$ cat src/rtl/mips_hazard_sb_if.sv
// Decode-stage request and pipeline-control bundle between the hazard unit
// and the controller/datapath; master drives Decode info, slave drives control.
interface mips_hazard_sb_if #(
  parameter int REGBITS   = 5,
  parameter int CNT_WIDTH = 16
);
  logic [REGBITS-1:0]   RsD;
  logic [REGBITS-1:0]   RtD;
  logic [REGBITS-1:0]   WriteRegD;
  logic                 RegWriteD;
  logic                 MemtoRegD;
  logic                 BranchD;
  logic                 JrD;
  logic                 MdStartD;
  logic                 MdReadD;
  logic                 StallF;
  logic                 StallD;
  logic                 FlushE;
  logic                 ForwardAD;
  logic                 ForwardBD;
  logic [1:0]           ForwardAE;
  logic [1:0]           ForwardBE;
  logic                 MdBusy;
  logic [CNT_WIDTH-1:0] StallCount;

  modport master (
    output RsD, RtD, WriteRegD, RegWriteD, MemtoRegD, BranchD, JrD, MdStartD, MdReadD,
    input  StallF, StallD, FlushE, ForwardAD, ForwardBD, ForwardAE, ForwardBE,
           MdBusy, StallCount
  );

  modport slave (
    input  RsD, RtD, WriteRegD, RegWriteD, MemtoRegD, BranchD, JrD, MdStartD, MdReadD,
    output StallF, StallD, FlushE, ForwardAD, ForwardBD, ForwardAE, ForwardBE,
           MdBusy, StallCount
  );
endinterface

$ cat src/rtl/mips_hazard_sb.sv
// Stateful hazard unit: shadow E/M/W tag pipeline, forward selects, load/branch/
// mult-div interlocks and a saturating stall-cycle counter. Outputs are combinational.
module mips_hazard_sb #(
  parameter int REGBITS    = 5,
  parameter int MD_LATENCY = 32,
  parameter int CNT_WIDTH  = 16
) (
  input  logic            clk,
  input  logic            reset,
  mips_hazard_sb_if.slave hz
);
  localparam int MDW = $clog2(MD_LATENCY + 1);

  typedef logic [REGBITS-1:0] reg_t;
  typedef struct packed {
    logic rw;
    logic m2r;
    reg_t wr;
  } tag_t;
  typedef struct packed {
    tag_t t;
    reg_t rs;
    reg_t rt;
  } etag_t;
  // W's MemtoReg has no consumer in this unit, so W keeps only the write tag.
  typedef struct packed {
    logic rw;
    reg_t wr;
  } wtag_t;

  etag_t          e_q, e_d;
  tag_t           m_q;
  wtag_t          w_q;
  logic [MDW-1:0] mdcnt_q, mdcnt_d;
  logic [CNT_WIDTH-1:0] cnt_q, cnt_d;

  logic rsd_e, rtd_e, rsd_m, rtd_m;
  logic lwstall, brstall, mdstall, stall, md_busy;

  function automatic logic hit(input logic rw, input reg_t wr, input reg_t src);
    return rw && (src != '0) && (wr == src);
  endfunction

  function automatic logic [1:0] fwd_sel(input tag_t m, input wtag_t w, input reg_t src);
    if (hit(m.rw, m.wr, src))      return 2'b10;
    else if (hit(w.rw, w.wr, src)) return 2'b01;
    else                           return 2'b00;
  endfunction

  assign rsd_e = hit(e_q.t.rw, e_q.t.wr, hz.RsD);
  assign rtd_e = hit(e_q.t.rw, e_q.t.wr, hz.RtD);
  assign rsd_m = hit(m_q.rw, m_q.wr, hz.RsD);
  assign rtd_m = hit(m_q.rw, m_q.wr, hz.RtD);

  assign md_busy = (mdcnt_q != '0);
  assign lwstall = e_q.t.m2r && (rsd_e || rtd_e);
  // jr only reads Rs; beq/bne compare both sources in Decode.
  assign brstall = (hz.BranchD || hz.JrD) &&
                   (rsd_e || (hz.BranchD && rtd_e) ||
                    (m_q.m2r && rsd_m) || (hz.BranchD && m_q.m2r && rtd_m));
  assign mdstall = (hz.MdStartD || hz.MdReadD) && md_busy;
  assign stall   = lwstall || brstall || mdstall;

  assign hz.StallF     = stall;
  assign hz.StallD     = stall;
  assign hz.FlushE     = stall;
  assign hz.ForwardAD  = rsd_m;
  assign hz.ForwardBD  = rtd_m;
  assign hz.ForwardAE  = fwd_sel(m_q, w_q, e_q.rs);
  assign hz.ForwardBE  = fwd_sel(m_q, w_q, e_q.rt);
  assign hz.MdBusy     = md_busy;
  assign hz.StallCount = cnt_q;

  always_comb begin
    e_d     = '0;
    mdcnt_d = mdcnt_q;
    cnt_d   = cnt_q;

    if (!stall) begin
      e_d.t.rw  = hz.RegWriteD;
      e_d.t.m2r = hz.MemtoRegD;
      e_d.t.wr  = hz.WriteRegD;
      e_d.rs    = hz.RsD;
      e_d.rt    = hz.RtD;
    end

    if (hz.MdStartD && !stall) begin
      mdcnt_d = MDW'(MD_LATENCY - 1);
    end else if (md_busy) begin
      mdcnt_d = mdcnt_q - MDW'(1);
    end

    if (stall && (cnt_q != '1)) begin
      cnt_d = cnt_q + CNT_WIDTH'(1);
    end
  end

  always_ff @(posedge clk or posedge reset) begin
    if (reset) begin
      e_q     <= '0;
      m_q     <= '0;
      w_q     <= '0;
      mdcnt_q <= '0;
      cnt_q   <= '0;
    end else begin
      e_q     <= e_d;
      m_q     <= e_q.t;
      w_q.rw  <= m_q.rw;
      w_q.wr  <= m_q.wr;
      mdcnt_q <= mdcnt_d;
      cnt_q   <= cnt_d;
    end
  end
endmodule

$ cat src/flat_wrapper.sv
// flat-port wrapper written by rule: the top's interface ports become plain ports
module mips_hazard_sb_flat 
#(
  parameter int REGBITS    = 5,
  parameter int MD_LATENCY = 32,
  parameter int CNT_WIDTH  = 16
)
  (clk, reset, hz_RsD, hz_RtD, hz_WriteRegD, hz_RegWriteD, hz_MemtoRegD, hz_BranchD, hz_JrD, hz_MdStartD, hz_MdReadD, hz_StallF, hz_StallD, hz_FlushE, hz_ForwardAD, hz_ForwardBD, hz_ForwardAE, hz_ForwardBE, hz_MdBusy, hz_StallCount);
  mips_hazard_sb_if #(.REGBITS(REGBITS), .CNT_WIDTH(CNT_WIDTH)) hz_i ();
  input  logic clk;
  input  logic reset;
  input wire logic [$bits(hz_i.RsD)-1:0] hz_RsD;
  input wire logic [$bits(hz_i.RtD)-1:0] hz_RtD;
  input wire logic [$bits(hz_i.WriteRegD)-1:0] hz_WriteRegD;
  input wire logic [$bits(hz_i.RegWriteD)-1:0] hz_RegWriteD;
  input wire logic [$bits(hz_i.MemtoRegD)-1:0] hz_MemtoRegD;
  input wire logic [$bits(hz_i.BranchD)-1:0] hz_BranchD;
  input wire logic [$bits(hz_i.JrD)-1:0] hz_JrD;
  input wire logic [$bits(hz_i.MdStartD)-1:0] hz_MdStartD;
  input wire logic [$bits(hz_i.MdReadD)-1:0] hz_MdReadD;
  output wire logic [$bits(hz_i.StallF)-1:0] hz_StallF;
  output wire logic [$bits(hz_i.StallD)-1:0] hz_StallD;
  output wire logic [$bits(hz_i.FlushE)-1:0] hz_FlushE;
  output wire logic [$bits(hz_i.ForwardAD)-1:0] hz_ForwardAD;
  output wire logic [$bits(hz_i.ForwardBD)-1:0] hz_ForwardBD;
  output wire logic [$bits(hz_i.ForwardAE)-1:0] hz_ForwardAE;
  output wire logic [$bits(hz_i.ForwardBE)-1:0] hz_ForwardBE;
  output wire logic [$bits(hz_i.MdBusy)-1:0] hz_MdBusy;
  output wire logic [$bits(hz_i.StallCount)-1:0] hz_StallCount;
  assign hz_i.RsD = hz_RsD;
  assign hz_i.RtD = hz_RtD;
  assign hz_i.WriteRegD = hz_WriteRegD;
  assign hz_i.RegWriteD = hz_RegWriteD;
  assign hz_i.MemtoRegD = hz_MemtoRegD;
  assign hz_i.BranchD = hz_BranchD;
  assign hz_i.JrD = hz_JrD;
  assign hz_i.MdStartD = hz_MdStartD;
  assign hz_i.MdReadD = hz_MdReadD;
  assign hz_StallF = hz_i.StallF;
  assign hz_StallD = hz_i.StallD;
  assign hz_FlushE = hz_i.FlushE;
  assign hz_ForwardAD = hz_i.ForwardAD;
  assign hz_ForwardBD = hz_i.ForwardBD;
  assign hz_ForwardAE = hz_i.ForwardAE;
  assign hz_ForwardBE = hz_i.ForwardBE;
  assign hz_MdBusy = hz_i.MdBusy;
  assign hz_StallCount = hz_i.StallCount;
  mips_hazard_sb #(.REGBITS(REGBITS), .MD_LATENCY(MD_LATENCY), .CNT_WIDTH(CNT_WIDTH)) u_core (.clk(clk), .reset(reset), .hz(hz_i));
endmodule
$ cat config.mk
export PLATFORM = sky130hd
export DESIGN_NAME = mips_hazard_sb_flat
export DESIGN_NICKNAME = d
export VERILOG_FILES = /design/src/rtl/mips_hazard_sb_if.sv /design/src/rtl/mips_hazard_sb.sv /design/src/flat_wrapper.sv
export SDC_FILE = /design/constraint.sdc
export NUM_CORES = 1
export LEC_CHECK = 0
export CORE_MARGIN = 5
export CORE_UTILIZATION = 40
export CTS_CLUSTER_DIAMETER = 60
export DETAILED_ROUTE_END_ITERATION = 8
export SLEW_MARGIN = 20
export SYNTH_ARGS = -nofsm -noshare
export SYNTH_HDL_FRONTEND = slang
export SYNTH_SLANG_ARGS = --single-unit
$ cat constraint.sdc
create_clock -name clk -period 3.8 [get_ports clk]
set_input_delay 0.76 -clock clk [delete_from_list [all_inputs] [get_ports clk]]
set_output_delay 0.76 -clock clk [all_outputs]
set_load 0.01 [all_outputs]
==> results_dict.tcl <==
set metrics [dict create \
    vias_per_cell 5.23 \
    drv.max_cap_violation_count 0 \
    synthFlopType "dfrtp_1" \
    ys_async_sr_fraction 1.00 \
    slew_viol_final 0 \
    design.core.area_sq_mm 0.00642 \
    global_route_total_overflow 0 \
    critical_path.startpoint_type "input port" \
    initial_cell_density_of_the_core 0.418 \
    setup_viol_count_final 0 \
    grt_setup_unrepaired "false" \
    route.detailed.wl_per_inst_microns 15.5 \
    ctsRootBufferMaster "clkbuf_8" \
    layout-drive-gt1-share 0.107 \
    worst-endpoint-required_ns 3.04 \
    layout.cells.most_common_list "dfrtp_1 (52), clkdlybuf4s50_1 (45), xnor2_1 (34)" \
    cp_num_cells 9 \
    post-cts-setup-buffer-count 0 \
    crit_path_cell_trace "clkdlybuf4s50_1, or4_4, nor2_4, nor4_1, o21a_1, a211oi_4, and2_4, inv_2, dlygate4sd2_1" \
    timing_hold_violations_final 0 \
    detail_route.wirelength_microns 6100 \
    worst_skew_pair.late_latency_ns 0.30 \
    maximum_number_of_pins_on_one_net_before_global_route_repair 38 \
    worst_r2r_endpoint "u_core.hz.StallCount[14]$_DFFE_PP0P_" \
    ffs_latches_synth 52 \
    synth_top_cells_by_area "dfrtp_1 (48%), xnor2_1 (11%), xor2_1 (4.6%)" \
    grt_antenna_before_repair 0 \
    yosysWarningCount 0 \
    post-route-period-util 0.967 \
    fin_crit_ns 3.67 \
    fmax_mhz 272 \
    ff2ff_path_depth 8 \
    multi_input_area_sq_mm 0.00132 \
    clock_tree_buffer_depth 2 \
    post_synth_inst_count 259 \
    h_tree_levels 2 \
    routed-via-count 2060 \
    worstPathMaxFanout 3 \
    tritoncts_clock_tree "done" \
    dp_hpwl_microns 4490 \
    die-area_sq_mm 0.00845 \
    vdd_ir_drop_max_mv 0.337 \
    final-seq-area_sq_mm 0.00130 \
    min_path_type "reg2reg" \
    drcViolationCount 0 \
    drt-initial-drc-count 54 \
    worstSetupStartpoint "hz_RtD[3]" \
    worst_path_dominant_cell_family "simple AND/OR/NAND/NOR gates" \
    cpPeakStageDelay_ns 0.54 \
    endpoint_kind "output port" \
    post_dp_cell_area_sq_mm 0.00332 \
    synth_enable_flop_cells 0 \
    r2r_start "u_core.m_q[1]$_DFF_PP0_" \
    final_core_util 0.531 \
    tritoncts.num_buffers 5 \
    syn-mean-instance-area_sq_um 10.4 \
    floorplan.io_pins 49 \
    antenna_cells 0 \
    timing_worst_slew_pin_value_ns 0.639 \
    post-synth-top-area-cell "dfrtp_1" \
    clock-sinks 52 \
    cts-hold-fix-buffers 0 \
    fillCellCount 606 \
    p_per_area_mw_per_mm2 505 \
    placementRows 29 \
    layout_commonest_cell "dfrtp_1" \
    synth.cell_area_sq_mm 0.00268 \
    synth_seq_area_share 0.485 \
    register_clock_pin_slew_on_the_reported_worst_setup_and_hold_paths_ns 0.09 \
    grt_first_pass_wirelength_microns 10500 \
    numPortBuffers 48 \
    detail-route-antenna-nets 0 \
    die-height_microns 91.9 \
    cell_with_the_largest_stage_delay_on_the_worst_path "or4_4" \
    worst_hold_path.num_cells 0 \
    die_x_microns 91.9 \
    synth_cell_type_count 41 \
    grt_util_all_layers 0.156 \
    postSynthNetCount 284 \
    final_net_count 342 \
    skew_ns 0.00478 \
    finalWeightedCongestion 0.801 \
    slew_headroom 0.573 \
    number_of_global_route_vias_before_repair 2127 \
    post-route-cell-area_sq_mm 0.00341 \
    synthToLayoutAreaGrowth_pct 27.2 \
    reg2reg_slack_ns 1.46 \
    worst-endpoint-arrival_ns 2.91 \
    worst-setup-path-type "in2out" \
    critical_path.endpoint "hz_FlushE" \
    leakagePower_nw 1.46 \
    status "completed" \
    detail_route.first_pass.iterations 4 \
    synth_top_cell_area_share 0.485 \
    worstPathBufferInverterCount 3 \
]
-- worst min-delay path by stage --
stage / endpoint / slack [ns] / start
floorplan: u_core.w_q[2]$_DFF_PP0_ / 0.35 / u_core.m_q[2]$_DFF_PP0_
global placement: u_core.m_q[5]$_DFF_PP0_ / 0.39 / u_core.e_q[15]$_DFF_PP0_
detailed placement: u_core.m_q[6]$_DFF_PP0_ / 0.41 / u_core.e_q[16]$_DFF_PP0_
CTS: u_core.m_q[5]$_DFF_PP0_ / 0.43 / u_core.e_q[15]$_DFF_PP0_
global route: u_core.m_q[5]$_DFF_PP0_ / 0.44 / u_core.e_q[15]$_DFF_PP0_
finish: u_core.m_q[5]$_DFF_PP0_ / 0.42 / u_core.e_q[15]$_DFF_PP0_
-- synthesized netlist by cell type (5+ instances only) --
cell type   n
a211oi_1    5
a21oi_1     5
and3_1     19
buf_2       5
dfrtp_1    52
inv_1       8
nand2_1    16
nand3_1    11
nand4_1    12
nor2_1     10
nor3_1      6
nor4_1      6
o211ai_1    6
o21ai_0     5
or3_1       7
xnor2_1    34
xor2_1     14
-- through the flow --
step | instances | worst slack, ns | power (mW) | TNS [ns] | hold WS, ns
finish | 394 | 0.126 | 1.72 | 0 | 0.421
global route | 394 | 0.0183 | 1.85 | 0 | 0.443
CTS | 394 | 0.130 | 1.75 | 0 | 0.433
detailed placement | 387 | -0.171 | 1.44 | -0.508 | 0.412
global placement | 387 | -0.141 | 1.43 | -0.422 | 0.391
floorplan | 259 | 0.634 | 1.16 | 0 | 0.352
-- sequential cells by signal, summed over array words and instances, names as in the netlist --
name                  cells
u_core.w_q                6
u_core.e_q               17
u_core.hz.StallCount     16
u_core.mdcnt_q            6
u_core.m_q                7
-- layer usage --
metal / vias up / part of all wire / GRT usage
li1: 1034 / - / -
met1: 984 / 0.45 / 0.205
met2: 35 / 0.49 / 0.256
met3: 7 / 0.040 / 0.0385
met4: 0 / 0.014 / 0.0483
met5: - / 0 / 0
-- kinds of logic after synthesis --
kind of cell / after synthesis / share of synthesized area
buffers and inverters: 21 / 0.0387
muxes: 3 / 0.0135
and+or+nand+nor: 97 / 0.199
DFF: 52 / 0.485
AOI/OAI and AO/OA: 36 / 0.0984
xor gates and xnor gates: 48 / 0.157
adders and majority gates: 2 / 0.00932
-- worst register-to-register path, delay by kind of cell (launching register included) --
kind,cells,cell delay (ns)
AO/OA/AOI/OAI,3,0.51
AND/OR/NAND/NOR,2,0.44
buffers and inverters,1,0.25
multiplexers,1,0.33
XOR/XNOR,1,0.16
flip-flops,1,0.54
-- where the power goes --
group	switching [mW]	internal [mW]
Sequential	0.146	0.673
Combinational	0.270	0.339
Clock	0.172	0.126
-- layout make-up --
class | instances | area share
multi-input combinational | 186 | 0.385
sequential | 52 | 0.381
timing repair buffer | 63 | 0.173
tap | 77 | 0.0282
clock buffer | 6 | 0.0213
inverter | 9 | 0.00990
clock inverter | 1 | 0.00147
-- timing repair --
action,CTS,global route
setup endpoints to repair,3,3
cloned,0,0
resized for setup,7,2
pin swaps,0,2
Power figures use the tool's default switching activity.
